===== src/rtl/legv8_multicycle_control.sv =====
// legv8_multicycle_control: multicycle FSM that latches, decodes and sequences LEGv8 instructions
`timescale 1ns/1ps
module legv8_multicycle_control (
  input  logic        clock,
  input  logic        reset,
  input  logic [31:0] instruction,
  input  logic [4:0]  status,
  output logic [29:0] control_word,
  output logic [63:0] constant,
  output logic        halted,
  output logic [1:0]  state
);
  localparam logic [1:0] FETCH = 2'b00, EXEC = 2'b01, MEM = 2'b10, HALT = 2'b11;
  localparam logic [4:0] FS_ADD = 5'b01000, FS_SUB = 5'b01001, FS_AND = 5'b00000;
  localparam logic [4:0] FS_ORR = 5'b00100, FS_EOR = 5'b01100, FS_PASSB = 5'b11000;
  logic [1:0] state_q, state_d;
  logic [31:0] ir_q, ir_d;
  logic [10:0] op;
  logic [4:0] rn, rm, rd;
  logic is_add, is_sub, is_and, is_orr, is_eor, is_adds, is_subs, is_addi, is_subi;
  logic is_stur, is_ldur, is_cbz, is_cbnz, is_b, is_bl, is_br, is_bcond;
  logic is_rtype, known, cb_taken, cond_base, cond_taken;
  logic v, c, n, z;
  logic en_pc, en_mem, en_alu, pc_sel, b_sel, sl, wm, wr;
  logic [1:0] ps;
  logic [4:0] fs, sb, sa, da;
  logic [63:0] imm_alu, imm_dt, imm_cb, imm_b;
  assign op = ir_q[31:21];
  assign rn = ir_q[9:5];
  assign rm = ir_q[20:16];
  assign rd = ir_q[4:0];
  assign {v, c, n, z} = status[4:1];
  assign is_add = op == 11'b10001011000;
  assign is_sub = op == 11'b11001011000;
  assign is_and = op == 11'b10001010000;
  assign is_orr = op == 11'b10101010000;
  assign is_eor = op == 11'b11001010000;
  assign is_adds = op == 11'b10101011000;
  assign is_subs = op == 11'b11101011000;
  assign is_addi = op[10:1] == 10'b1001000100;
  assign is_subi = op[10:1] == 10'b1101000100;
  assign is_stur = op == 11'b11111000000;
  assign is_ldur = op == 11'b11111000010;
  assign is_cbz = op[10:3] == 8'b10110100;
  assign is_cbnz = op[10:3] == 8'b10110101;
  assign is_b = op[10:5] == 6'b000101;
  assign is_bl = op[10:5] == 6'b100101;
  assign is_br = op == 11'b11010110000;
  assign is_bcond = op[10:3] == 8'b01010100;
  assign is_rtype = is_add | is_sub | is_and | is_orr | is_eor | is_adds | is_subs;
  assign known = is_rtype | is_addi | is_subi | is_stur | is_ldur | is_cbz | is_cbnz | is_b | is_bl | is_br | is_bcond;
  assign imm_alu = {52'b0, ir_q[21:10]};
  assign imm_dt = {{55{ir_q[20]}}, ir_q[20:12]};
  assign imm_cb = {{43{ir_q[23]}}, ir_q[23:5], 2'b00};
  assign imm_b = {{36{ir_q[25]}}, ir_q[25:0], 2'b00};
  assign cb_taken = is_cbz ? status[0] : ~status[0];
  assign cond_base = ir_q[3:1] == 3'd0 ? z :
                     ir_q[3:1] == 3'd1 ? c :
                     ir_q[3:1] == 3'd2 ? n :
                     ir_q[3:1] == 3'd3 ? v :
                     ir_q[3:1] == 3'd4 ? c & ~z :
                     ir_q[3:1] == 3'd5 ? n ~^ v :
                     ir_q[3:1] == 3'd6 ? ~z & (n ~^ v) : 1'b1;
  assign cond_taken = (ir_q[3:1] == 3'b111) | (cond_base ^ ir_q[0]);
  // State and instruction register; reset returns to FETCH with an empty IR
  always_ff @(posedge clock or posedge reset) begin
    if (reset) begin
      state_q <= FETCH;
      ir_q <= '0;
    end else begin
      state_q <= state_d;
      ir_q <= ir_d;
    end
  end
  // Sequencing: IR loads only in FETCH, LDUR adds a MEM cycle, unknown opcodes park in HALT
  always_comb begin
    ir_d = state_q == FETCH ? instruction : ir_q;
    state_d = state_q == FETCH ? EXEC :
              state_q == EXEC ? (!known ? HALT : is_ldur ? MEM : FETCH) :
              state_q == MEM ? FETCH : HALT;
  end
  // Datapath control word and constant; only EXEC and MEM drive anything
  always_comb begin
    en_pc = 1'b0;
    en_mem = 1'b0;
    en_alu = 1'b0;
    pc_sel = 1'b0;
    b_sel = 1'b0;
    sl = 1'b0;
    wm = 1'b0;
    wr = 1'b0;
    ps = 2'b00;
    fs = 5'b0;
    sb = 5'b0;
    sa = 5'b0;
    da = 5'b0;
    constant = '0;
    if (state_q == EXEC) begin
      if (is_rtype) begin
        sa = rn;
        sb = rm;
        da = rd;
        en_alu = 1'b1;
        wr = 1'b1;
        ps = 2'b01;
        sl = is_adds | is_subs;
        fs = is_add | is_adds ? FS_ADD : is_sub | is_subs ? FS_SUB : is_and ? FS_AND : is_orr ? FS_ORR : FS_EOR;
      end
      if (is_addi | is_subi) begin
        b_sel = 1'b1;
        constant = imm_alu;
        sa = rn;
        da = rd;
        en_alu = 1'b1;
        wr = 1'b1;
        ps = 2'b01;
        fs = is_addi ? FS_ADD : FS_SUB;
      end
      if (is_stur) begin
        sa = rn;
        sb = rd;
        b_sel = 1'b1;
        fs = FS_ADD;
        constant = imm_dt;
        wm = 1'b1;
        ps = 2'b01;
      end
      if (is_ldur) begin
        sa = rn;
        b_sel = 1'b1;
        fs = FS_ADD;
        constant = imm_dt;
        da = rd;
      end
      if (is_cbz | is_cbnz) begin
        sb = rd;
        fs = FS_PASSB;
        pc_sel = 1'b1;
        constant = imm_cb;
        ps = cb_taken ? 2'b10 : 2'b01;
      end
      if (is_b | is_bl) begin
        pc_sel = 1'b1;
        constant = imm_b;
        ps = 2'b10;
        en_pc = is_bl;
        wr = is_bl;
        da = is_bl ? 5'd30 : 5'd0;
      end
      if (is_br) begin
        sa = rn;
        ps = 2'b11;
      end
      if (is_bcond) begin
        pc_sel = 1'b1;
        constant = imm_cb;
        ps = cond_taken ? 2'b10 : 2'b01;
      end
    end else if (state_q == MEM) begin
      sa = rn;
      b_sel = 1'b1;
      fs = FS_ADD;
      constant = imm_dt;
      en_mem = 1'b1;
      wr = 1'b1;
      da = rd;
      ps = 2'b01;
    end
  end
  assign control_word = {en_pc, en_mem, en_alu, pc_sel, b_sel, sl, wm, wr, ps, fs, sb, sa, da};
  assign halted = state_q == HALT;
  assign state = state_q;
endmodule

===== config.mk =====
export PLATFORM = sky130hd
export DESIGN_NAME = legv8_multicycle_control
export DESIGN_NICKNAME = d
export VERILOG_FILES = /design/src/rtl/legv8_multicycle_control.sv
export SDC_FILE = /design/constraint.sdc
export NUM_CORES = 1
export LEC_CHECK = 0
export BUFFER_PORTS_ARGS = -buffer_cell sky130_fd_sc_hd__buf_2
export CORE_UTILIZATION = 50
export CTS_CLUSTER_SIZE = 30
export DETAILED_ROUTE_END_ITERATION = 10
export PLACE_DENSITY_LB_ADDON = 0.3
export SLEW_MARGIN = 20
export SYNTH_ARGS = -nofsm -noshare
export SYNTH_HDL_FRONTEND = slang
export SYNTH_SLANG_ARGS = --single-unit

===== constraint.sdc =====
create_clock -name clock -period 12.9 [get_ports clock]
set_input_delay 1.29 -clock clock [delete_from_list [all_inputs] [get_ports clock]]
set_output_delay 1.29 -clock clock [all_outputs]
set_load 0.01 [all_outputs]

# Yosys cells after proc, flatten, opt, wreduce, memory -nomap -nowiden
# Index checks and enable logic that the tools add are counted.
# W data, S select, Z words.
# word_totals
n_memories	0
mem_bits_ro	0
ramBits	0
reg_bits	34
latchBits	0
# op_classes
bitwise_logic	29
n_eq_ne	27
reduce_logical	2
n_div	0
addsub	0
mux	83
mul	0
magnitude_cmp	0
shift	0
# ops
cell	count
$mux W64	7
$mux W5	23
$eq A11 B11 Y1 const B	10
$mux W1	32
$mux W2	14
$mux W4	6
$or A1 B1 Y1	23
$eq A10 B10 Y1 const B	2
$eq A8 B8 Y1 const B	2
$eq A3 B3 Y1 const B	4
$mux W12	1
$eq A8 B7 Y1 const B	1
$eq A3 B2 Y1 const B	2
$eq A6 B3 Y1 const B	1
$eq A6 B6 Y1 const B	1
$eq A2 B2 Y1 const B	2
$eq A3 B1 Y1 const B	1
$logic_not A3 Y1	1
$and A1 B1 Y1	2
$eq A2 B1 Y1 const B	1
$logic_not A2 Y1	1
$not A1 Y1	2
$xnor A1 B1 Y1	1
$xor A1 B1 Y1	1

# Longest topological paths before layout
# Gate-level depths: netlist of the first run.
# logic_depth
word_depth	20
mapped_depth	8
depth_no_buf	5

# Least setup slack after synthesis of the first run
# Ideal clock, no wire load.
# synth_timing
path_kind	register to output
startpoint	register ir_q[25]
endpoint	output port constant[28]
t_required_ns	11.610
n_path_buf	2
setup_slack_ns	7.411
t_arrival_ns	4.199
path_stages_with_launch	8
cell_sequence	dfrtp_1 > or3b_1 > buf_2 > or3_4 > nor2_2 > a221oi_1 > o21ai_0 > buf_4
# synth_between
elab_chain_len	7
# synth_lines
item	line	rtl
start, declared	17	logic [31:0] ir_q, ir_d;
start signal, assigned	72	ir_q <= ir_d;
$eq A11 B11 Y1	42	assign is_stur = op == 11'b11111000000;
$mux W64	119	if (is_stur) begin
$mux W64	128	if (is_ldur) begin
$mux W64	135	if (is_cbz | is_cbnz) begin
$mux W64	142	if (is_b | is_bl) begin
$mux W64 *	154	if (is_bcond) begin
$mux W64 *	98	if (state_q == EXEC) begin
end, declared	9	output logic [63:0] constant,
# Every way passes the cells marked *; elsewhere a longest branch is shown, timed or not.

# Worst setup path after layout of the first run
# layout_timing
startpoint	register ir_q[30]
endpoint	output port constant[30]
# The elaborated chain is that of the path after synthesis.

==> results.txt, run 1 <==
R2r startpoint = ir_q[23]$_DFFE_PP0P_
PD cells = 185 nW/µm²
Area Growth Syn to Fin = 15.4%
Postcts setup bufs = 0
CTS sink count = 34
Relative slew slack = 39.1%
Nature of the critical path endpoint = output pin
Commonest non-fill, non-tap cells in the layout = buf_2, dfrtp_1, mux2_2, o21ai_0, nand2_1
Post-CTS sizing = 0
Core Area = 5540 µm²
Gr usage total = 26.6%
# port buffers = 134
Final wirelength = 7930 µm
Clock slew at reported path FFs = 70 ps
DR vias/cell = 6.00
Worst EP required = 11610 ps
Start point of the critical path = ir_q[30]$_DFFE_PP0P_
R2r endpoint = state[1]$_DFF_PP0_
Vias = 2860
Crit path DAT = 3360 ps
Largest net degree at the start of global routing = 43
Hold Buf Count CTS = 0
VDD IR max = 0.0000927 V
Commonest non-fill, non-tap cell in the layout = buf_2
Initial Util = 52.2%
Worst hold path class = reg -> reg
RSZ-0062 raised after global routing = no
Final #Nets = 444
CP peak stage delay = 740 ps
Cell Chain, Critical Path = nand4bb_1, nor3_1, nand2b_2, a221oi_1, o21ai_2, buf_2
Synth Net Count = 366
Hold path cells = 1
Netlist Area Pre-Place = 2890 µm²
Async S/R FF share, synth = 100%
Final hold slack = 584 ps
Crit path launch type = flop
Final critical-path required period = 4650 ps
Starting DRT DRC Count = 284
DRT Pass-1 Iters = 5
Clk_lat worst skew = 290 ps
Critical path's slowest cell = o21ai_2
CTS tree = built
Diodes inserted = 0
Clock skew = 1.84 ps
FF-to-FF path depth = 5
Ports = 136
R2R setup slack = 10660 ps
Placed wire-length estimate = 5760 µm
Cts bufs inserted = 5
Count of cell types in the netlist = 59
Die area = 6090 µm²
FP Rows = 27
Number of synthesized flops with an enable pin = 0
LEAKAGE = 0.00159 µW
Die span in y = 78.0 µm
Fin cells = 477
Final TNS setup = 0 ps
Global-route wire length before repair = 12800 µm
Final setup viols = 0
Global route overflow = 0
Worst-Margin Slew = 914 ps
Residual DRC = 0
Final Cycle Share = 36.1%
Mapped Cells = 327
Initial antenna violation count = 0
Synthesis Warnings = 0
Bufs on Longest Clock Path = 2
CP Class = reg -> out
Pins Over Slew Limit = 0
CTS Root Cell = clkbuf_8
WL per Instance = 16.6 µm
GP Congestion = 0.980
Max-cap violations = 0
Layout cell share with drive strength beyond 1 = 48.1%
Status = completed
Fmax = 0.215 GHz
# placed instances = 470
Final ANT Viol Nets = 0
Sequential-to-total area share from yosys stat = 29.4%
Endpoints failing hold = 0
Register bit total from synthesis = 34
Mapped Avg Cell Area = 8.84 µm²
Die X-Extent = 78.0 µm
End point of the critical path = constant[30]
CTS H-tree depth = 2
Main synth FF type = dfrtp_1
Highest net fanout along the worst path = 37
Vias in the first global route = 2557
==> flip-flops by register name, indices dropped and copies added, names as in the netlist <==
signal	cells
state	2
ir_q	32
==> synth_stat cells, drive strengths merged (2+ instances only) <==
cell,n,area share (%)
nand4,2,0.43
nor2b,3,0.65
nor4b,2,0.61
or3,4,1.3
nor2,18,2.4
a211oi,4,1.0
o21a,5,1.3
a222oi,2,0.69
or2,3,0.65
inv,4,0.52
and2,4,0.87
nor3,9,1.9
nand3,5,0.87
nand2,20,2.6
a22oi,12,3.1
a221oi,7,2.1
o21ai,33,6.1
a21boi,5,1.9
and3,5,1.3
dfrtp,34,29
or4b,2,0.69
mux2,30,12
nor4,3,0.65
xnor2,2,0.61
nand4bb,2,0.78
a21oi,10,1.7
a22o,8,2.5
clkbuf,17,2.2
nand2b,4,0.95
buf,50,13
==> worst max-delay path, delay by kind of cell (launching register included) <==
kind / cells / cell delay, ps
buffers and inverters: 1 / 270
DFF: 1 / 500
and+or+nand+nor: 3 / 1370
AOI/OAI and AO/OA: 2 / 930
==> per-layer routing <==
layer  GRT usage [%]  share of wire [%]  vias to the layer above
met4            7.41                1.3                        0
li1                -                  -                     1316
met5               0                  0                        -
met3            4.30                8.9                       14
met1            38.2                 45                     1344
met2            41.3                 45                      186
==> layout make-up <==
class	instances	area, µm²
Sequential cell	34	851
Clock buffer	7	76.3
Fill cell	518	2200
Inverter	4	15.0
Tap cell	72	90.1
Timing Repair Buffer	138	701
Multi-Input combinational cell	222	1610
==> cell families (layout without fill, tap and decap cells) <==
logic type / after synthesis / count (layout) / share of synthesized area [%]
other: 1 / 1 / 0.130
AOI/OAI and AO/OA: 97 / 97 / 23.9
DFF: 34 / 34 / 29.4
xor gates and xnor gates: 3 / 3 / 0.909
muxes: 31 / 31 / 12.5
and+or+nand+nor: 90 / 90 / 17.9
buffers and inverters: 71 / 149 / 15.3
==> stage by stage <==
stage               power [µW]  worst slack, ps  util [%]  area (µm²)
finish                     619             8250      60.3        3340
global route               663             7940      60.3        3340
global placement           533             8740      58.9        3260
CTS                        618             8260      60.3        3340
floorplan                  470             7410         -        2890
detailed placement         541             8590      58.9        3260
==> power by group <==
group          leakage (µW)  switching, µW  internal, µW  total [µW]
combinational       0.00116            158           139         297
sequential         0.000391           92.3           154         247
clock             0.0000383           37.9          37.2        75.0
total               0.00159            288           331         619
==> how the worst min path moves through the flow <==
stage                               startpoint                   end  slack (ps)
after floorplan            ir_q[5]$_DFFE_PP0P_   ir_q[5]$_DFFE_PP0P_         520
after global placement    ir_q[10]$_DFFE_PP0P_  ir_q[10]$_DFFE_PP0P_         560
after detailed placement   ir_q[9]$_DFFE_PP0P_   ir_q[9]$_DFFE_PP0P_         560
after CTS                  ir_q[9]$_DFFE_PP0P_   ir_q[9]$_DFFE_PP0P_         580
after global routing       ir_q[9]$_DFFE_PP0P_   ir_q[9]$_DFFE_PP0P_         600
final                     ir_q[10]$_DFFE_PP0P_  ir_q[10]$_DFFE_PP0P_         580
Note: power is estimated with default switching activity, not from simulation.
==> run 2, diff against run 1 <==
Settings changed: CORE_UTILIZATION 50 to 48.
Clock period 12.9 ns to 4.5 ns, I/O delays scaled along.
==> results.txt, run 2 (synthesized netlist as in run 1, its figures left out) <==
Status = completed (unchanged)
CTS sink count = 34 (unchanged)
Worst EP required = 4050 ps (was 11610 ps)
Diodes inserted = 0 (unchanged)
FF-to-FF path depth = 5 (unchanged)
WL per Instance = 16.5 µm (was 16.6 µm)
Register area = 851 µm² (unchanged)
Max FFs per register = 32 (unchanged)
CTS tree = built (unchanged)
Placement Cell Area = 3270 µm² (was 3260 µm²)
R2r endpoint = state[1]$_DFF_PP0_ (unchanged)
Final setup viols = 0 (unchanged)
Crit path launch type = flop (unchanged)
Final critical-path required period = 3330 ps
DRT Pass-1 Iters = 5 (unchanged)
Largest net degree at the start of global routing = 43 (unchanged)
Highest net fanout along the worst path = 37 (unchanged)
Starting DRT DRC Count = 239 (was 284)
Pins Over Slew Limit = 0 (unchanged)
# port buffers = 134 (unchanged)
Final ANT Viol Nets = 0 (unchanged)
PD cells = 534 nW/µm² (was 185 nW/µm²)
Final wirelength = 7890 µm (was 7930 µm)
FP Rows = 27 (unchanged)
Reg with most FFs = ir_q (unchanged)
Critical path's slowest cell = nand2b_2 (was o21ai_2)
Die span in y = 79.6 µm (was 78.0 µm)
Final instance area = 3360 µm² (was 3340 µm²)
CTS H-tree depth = 2 (unchanged)
Start point of the critical path = ir_q[30]$_DFFE_PP0P_ (unchanged)
Top Family by Delay on Critical Path = simple AND/OR/NAND/NOR gates (unchanged)
Final #Nets = 445 (was 444)
Fillers = 514 (was 518)
# placed instances = 471 (was 470)
R2r startpoint = ir_q[29]$_DFFE_PP0P_ (was ir_q[23]$_DFFE_PP0P_)
LEAKAGE = 0.00160 µW (was 0.00159 µW)
Commonest non-fill, non-tap cells in the layout = buf_2, dfrtp_1, mux2_2, o21ai_0, nand2_1 (unchanged)
CP Class = reg -> out (unchanged)
Worst hold path class = in -> async (was reg -> reg)
Vias in the first global route = 2495 (was 2557)
Fmax = 0.300 GHz
Gr usage total = 25.3% (was 26.6%)
Layout cell share with drive strength beyond 1 = 48.4% (was 48.1%)
Global-route wire length before repair = 12300 µm (was 12800 µm)
Multi-input logic area = 1600 µm² (was 1610 µm²)
Initial Util = 51.3% (was 52.2%)
Residual DRC = 0 (unchanged)
Crit path DAT = 2880 ps (was 3360 ps)
CTS Root Cell = clkbuf_8 (unchanged)
RSZ-0062 raised after global routing = no (unchanged)
VDD IR max = 0.000260 V (was 0.0000927 V)
Worst-Margin Slew = 1010 ps (was 914 ps)
Clock skew = 3.59 ps (was 1.84 ps)
Ports = 136 (unchanged)
Cell Chain, Critical Path = nand4bb_1, nor3_1, nand2b_2, a221oi_1, o21ai_1, buf_4, buf_2 (was nand4bb_1, nor3_1, nand2b_2, a221oi_1, o21ai_2, buf_2)
Clk_lat worst skew = 290 ps (about the same)
Bufs on Longest Clock Path = 2 (unchanged)
DR vias/cell = 5.88 (was 6.00)
Area Growth Syn to Fin = 16.1% (was 15.4%)
GP Congestion = 0.874 (was 0.980)
Hold Buf Count CTS = 0 (unchanged)
Endpoints failing hold = 0 (unchanged)
Initial antenna violation count = 0 (unchanged)
Clock slew at reported path FFs = 70 ps (about the same)
Global route overflow = 0 (unchanged)
Cts bufs inserted = 5 (unchanged)
Die X-Extent = 79.6 µm (was 78.0 µm)
CP peak stage delay = 520 ps (was 740 ps)
Relative slew slack = 32.3% (was 39.1%)
CP bufs+invs = 2 (was 1)
Core Area = 5640 µm² (was 5540 µm²)
Nature of the critical path endpoint = output pin (unchanged)
Die area = 6340 µm² (was 6090 µm²)
R2R setup slack = 2150 ps (was 10660 ps)
Max-cap violations = 0 (unchanged)
Final TNS setup = 0 ps (unchanged)
Post-CTS sizing = 0 (unchanged)
Postcts setup bufs = 0 (unchanged)
Commonest non-fill, non-tap cell in the layout = buf_2 (unchanged)
Placed wire-length estimate = 5870 µm (was 5760 µm)
Vias = 2818 (was 2860)
Final Cycle Share = 74.0%
Fin cells = 479 (was 477)
-- run 2: cell types whose count changed in the layout (fill, tap and decap cells not counted), sizes merged --
cell | before | now
buf | 138 | 139
clkinv | 0 | 1
-- run 2: worst max-delay path by stage --
stage                   endpoint  cells past startpoint
floorplan           constant[28]                      7
global placement    constant[27]                      7
detailed placement  constant[60]                      7
CTS                 constant[60]                      7
global route        constant[49]                      7
finish              constant[60]                      7
-- run 2: report_power, final --
group	switching, µW	internal (µW)	leakage [µW]	total (µW)
registers	265	443	0.000391	707
clock network	112	123	0.0000482	236
logic	450	402	0.00116	851
-- run 2: tightest hold or removal path, stage by stage --
cell   delay [ps]
buf_2          90
inv_1          40
buf_4         380
-- run 2: final cells by class --
| class | instances | area share, % |
|---|---|---|
| clock inverters | 1 | 0.149 |
| well taps | 72 | 2.68 |
| inverters | 4 | 0.447 |
| clock buffers | 7 | 2.57 |
| flip-flops and latches | 34 | 25.3 |
| multi-input cells | 222 | 47.7 |
| repair buffers | 139 | 21.1 |
-- run 2: per-layer routing --
layer | track usage, % | vias to the layer above | wire length (µm)
met5 | 0 | - | 0
met2 | 37.7 | 175 | 3460
met1 | 35.7 | 1310 | 3530
li1 | - | 1319 | -
met3 | 5.03 | 14 | 755
met4 | 10.2 | 0 | 142
-- run 2: per-stage QoR --
stage	setup slack (ps)	hold slack, ps	util (%)	power [µW]
after floorplan	674	518	-	1340
after global placement	1500	552	57.9	1530
after detailed placement	1500	560	57.9	1550
after CTS	1180	259	59.5	1790
after global routing	945	296	59.5	1920
final	1170	247	59.5	1790
==> run 3, diff against run 2 <==
Settings changed: ABC_AREA set to 1, CORE_UTILIZATION 48 to 49.
Clock period 4.5 ns to 3.2 ns, I/O delays scaled along.
==> results.txt, run 3 <==
Die span in y = 82.3 µm (was 79.6 µm)
Diodes inserted = 0 (unchanged)
Worst path most repeated cell = nand2_2
GP Congestion = 0.937 (was 0.874)
Top Family by Delay on Critical Path = simple AND/OR/NAND/NOR gates (unchanged)
Worst hold path class = in -> async (unchanged)
Bufs on Longest Clock Path = 2 (unchanged)
Ranking of synthesized cells by area = dfrtp_1, nand2_1, buf_4 (was dfrtp_1, buf_4, mux2_2)
LEAKAGE = 0.00209 µW (was 0.00160 µW)
Fillers = 607 (was 514)
Clock power share = 15.8% (was 13.1%)
Post-CTS sizing = 0 (unchanged)
R2R setup slack = 1380 ps (was 2150 ps)
Initial antenna violation count = 0 (unchanged)
Placed wire-length estimate = 7370 µm (was 5870 µm)
Register area = 851 µm² (unchanged)
Final #Nets = 604 (was 445)
Mapped Cells = 485 (was 327)
Final instance area = 3640 µm² (was 3360 µm²)
Vias in the first global route = 2981 (was 2495)
Count leader, synth = nand2_1 (was buf_4)
Cell Chain, Critical Path = inv_2, nand2_2, nor2_2, nand3_2, inv_2, nand2_2, nand2_2, nor3_1, o21ai_2, buf_4, buf_2 (was nand4bb_1, nor3_1, nand2b_2, a221oi_1, o21ai_1, buf_4, buf_2)
DRT Pass-1 Iters = 5 (unchanged)
Final TNS setup = 0 ps (unchanged)
Layout cell share with drive strength beyond 1 = 33.2% (was 48.4%)
Largest net degree at the start of global routing = 44 (was 43)
CTS Root Cell = clkbuf_8 (unchanged)
Area Growth Syn to Fin = 15.3% (was 16.1%)
Synth Net Count = 524 (was 366)
Final hold slack = 127 ps (was 247 ps)
Residual DRC = 0 (unchanged)
Pint = 1270 µW (was 968 µW)
Net Sw Frac = 50.7% (was 46.1%)
Max FFs per register = 32 (unchanged)
Status = completed (unchanged)
Hold Buf Count CTS = 0 (unchanged)
Multi-input logic area = 1660 µm² (was 1600 µm²)
Ports = 136 (unchanged)
Commonest non-fill, non-tap cells in the layout = buf_2, nand2_1, inv_1, o21ai_0, dfrtp_1 (was buf_2, dfrtp_1, mux2_2, o21ai_0, nand2_1)
Global route overflow = 0 (unchanged)
Area leader, netlist = dfrtp_1 (unchanged)
Main synth FF type = dfrtp_1 (unchanged)
Sequential-to-total area share from yosys stat = 26.9% (was 29.4%)
Final setup viols = 0 (unchanged)
CP Class = reg -> out (unchanged)
Final wirelength = 9810 µm (was 7890 µm)
Starting DRT DRC Count = 472 (was 239)
Worst EP required = 2880 ps (was 4050 ps)
Final ANT Viol Nets = 0 (unchanged)
VDD IR max = 0.000443 V (was 0.000260 V)
Final design utilization = 60.1% (was 59.5%)
FP Rows = 28 (was 27)
CP bufs+invs = 4 (was 2)
Count of cell types in the netlist = 35 (was 59)
FF-to-FF path depth = 8 (was 5)
DR vias/cell = 5.60 (was 5.88)
Psw = 1300 µW (was 826 µW)
Endpoints failing hold = 0 (unchanged)
Number of synthesized flops with an enable pin = 0 (unchanged)
Final Cycle Share = 84.6%
Netlist Area Pre-Place = 3160 µm² (was 2890 µm²)
Pins Over Slew Limit = 0 (unchanged)
List of most frequent post-synthesis cells = nand2_1, inv_1, o21ai_0 (was buf_4, dfrtp_1, mux2_2)
Clock slew at reported path FFs = 80 ps (was 70 ps)
Flop pwr share = 37.5% (was 39.4%)
Mapped Avg Cell Area = 6.51 µm² (was 8.84 µm²)
Synthesis Warnings = 0 (unchanged)
R2r startpoint = ir_q[25]$_DFFE_PP0P_ (was ir_q[29]$_DFFE_PP0P_)
Async S/R FF share, synth = 100% (unchanged)
CTS tree = built (unchanged)
Reg with most FFs = ir_q (unchanged)
CTS H-tree depth = 2 (unchanged)
Crit path launch type = flop (unchanged)
R2r endpoint = state[1]$_DFF_PP0_ (unchanged)
Global-route wire length before repair = 15000 µm (was 12300 µm)
WL per Instance = 15.3 µm (was 16.5 µm)
Gr usage total = 29.5% (was 25.3%)
Cts bufs inserted = 5 (unchanged)
Crit path DAT = 2390 ps (was 2880 ps)
Fmax = 0.369 GHz
Comb pwr share = 46.7% (was 47.5%)
Commonest non-fill, non-tap cell in the layout = buf_2 (unchanged)
Clock skew = 7.12 ps (was 3.59 ps)
CP peak stage delay = 420 ps (was 520 ps)
Core Area = 6060 µm² (was 5640 µm²)
Final critical-path required period = 2710 ps
Worst-Margin Slew = 880 ps (was 1010 ps)
Vias = 3587 (was 2818)
Clk_lat worst skew = 290 ps (about the same)
Placement Cell Area = 3530 µm² (was 3270 µm²)
Highest net fanout along the worst path = 37 (unchanged)
Post-synth top area share = 26.9% (was 29.4%)
CTS sink count = 34 (unchanged)
RSZ-0062 raised after global routing = no (unchanged)
Initial Util = 52.1% (was 51.3%)
Postcts setup bufs = 0 (unchanged)
Die X-Extent = 82.3 µm (was 79.6 µm)
# port buffers = 134 (unchanged)
Relative slew slack = 41.2% (was 32.3%)
Critical path's slowest cell = dfrtp_1 (was nand2b_2)
Die area = 6770 µm² (was 6340 µm²)
Register bit total from synthesis = 34 (unchanged)
PD cells = 706 nW/µm² (was 534 nW/µm²)
Max-cap violations = 0 (unchanged)
Nature of the critical path endpoint = output pin (unchanged)
==> run 3: cell types whose count changed in the layout (fill, tap and decap cells not counted), sizes merged, moves of 6 or more <==
cell and change:
o21ai +33, nand4 +9, nand2 +111, nand3 +14
mux2 -28, a22o -8, nor3 +6, a221oi -7
inv +52, nor2 +19
==> run 3: worst max-delay path by stage <==
stage                                     from            to  slack [ps]  cells past startpoint
after floorplan           ir_q[27]$_DFFE_PP0P_  constant[28]          50                      8
after global placement    ir_q[26]$_DFFE_PP0P_  constant[27]         890                     11
after detailed placement  ir_q[26]$_DFFE_PP0P_  constant[35]         820                     11
after CTS                 ir_q[26]$_DFFE_PP0P_  constant[35]         500                     11
after global routing      ir_q[26]$_DFFE_PP0P_  constant[43]         240                     11
final                     ir_q[26]$_DFFE_PP0P_  constant[44]         490                     11
==> run 3: metal layers <==
| metal | wire [µm] | part of all wire, % | track usage [%] | vias to the layer above |
|---|---|---|---|---|
| met1 | 4210 | 43 | 42.0 | 1621 |
| met5 | 0 | 0 | 0 | - |
| li1 | - | - | - | 1705 |
| met2 | 4500 | 46 | 46.1 | 241 |
| met3 | 952 | 9.7 | 4.73 | 20 |
| met4 | 148 | 1.5 | 7.72 | 0 |
==> run 3: logic make-up (layout without fill, tap and decap cells) <==
logic type      Yosys count  in the layout  synth area share (%)
buf+inv                 123            204                  20.9
flops                    34             34                  26.9
other cells               1              1                 0.119
simple gates            217            217                  31.9
mux                       2              2                 0.713
compound gates          108            108                  19.4
==> run 3: worst reg2reg max path, delay by kind of cell (launching register included) <==
kind,cells,cell delay [ps]
buffers and inverters,1,160
DFF,1,510
AOI/OAI and AO/OA,1,70
and+or+nand+nor,6,970
==> run 3: through the flow <==
step | total power, µW | std cells | setup WS, ps
floorplan | 1790 | 485 | 48.8
global placement | 2130 | 633 | 887
detailed placement | 2140 | 633 | 824
CTS | 2560 | 641 | 498
global route | 2780 | 641 | 240
finish | 2570 | 641 | 492
==> run 3: power groups by stage <==
stage	sequential (µW)	combinational, µW	clock, µW
floorplan	821	969	0
detailed placement	952	1190	0
finish	963	1200	407
global placement	953	1180	0
CTS	948	1190	414
global route	986	1360	430
==> run 3: layout make-up <==
type / count / share of cell area [%]
clock buffer: 5 / 1.89
clock inverter: 3 / 1.24
inverter: 56 / 5.77
multi-input combinational: 328 / 45.5
sequential: 34 / 23.4
tap: 75 / 2.58
timing repair buffer: 140 / 19.6
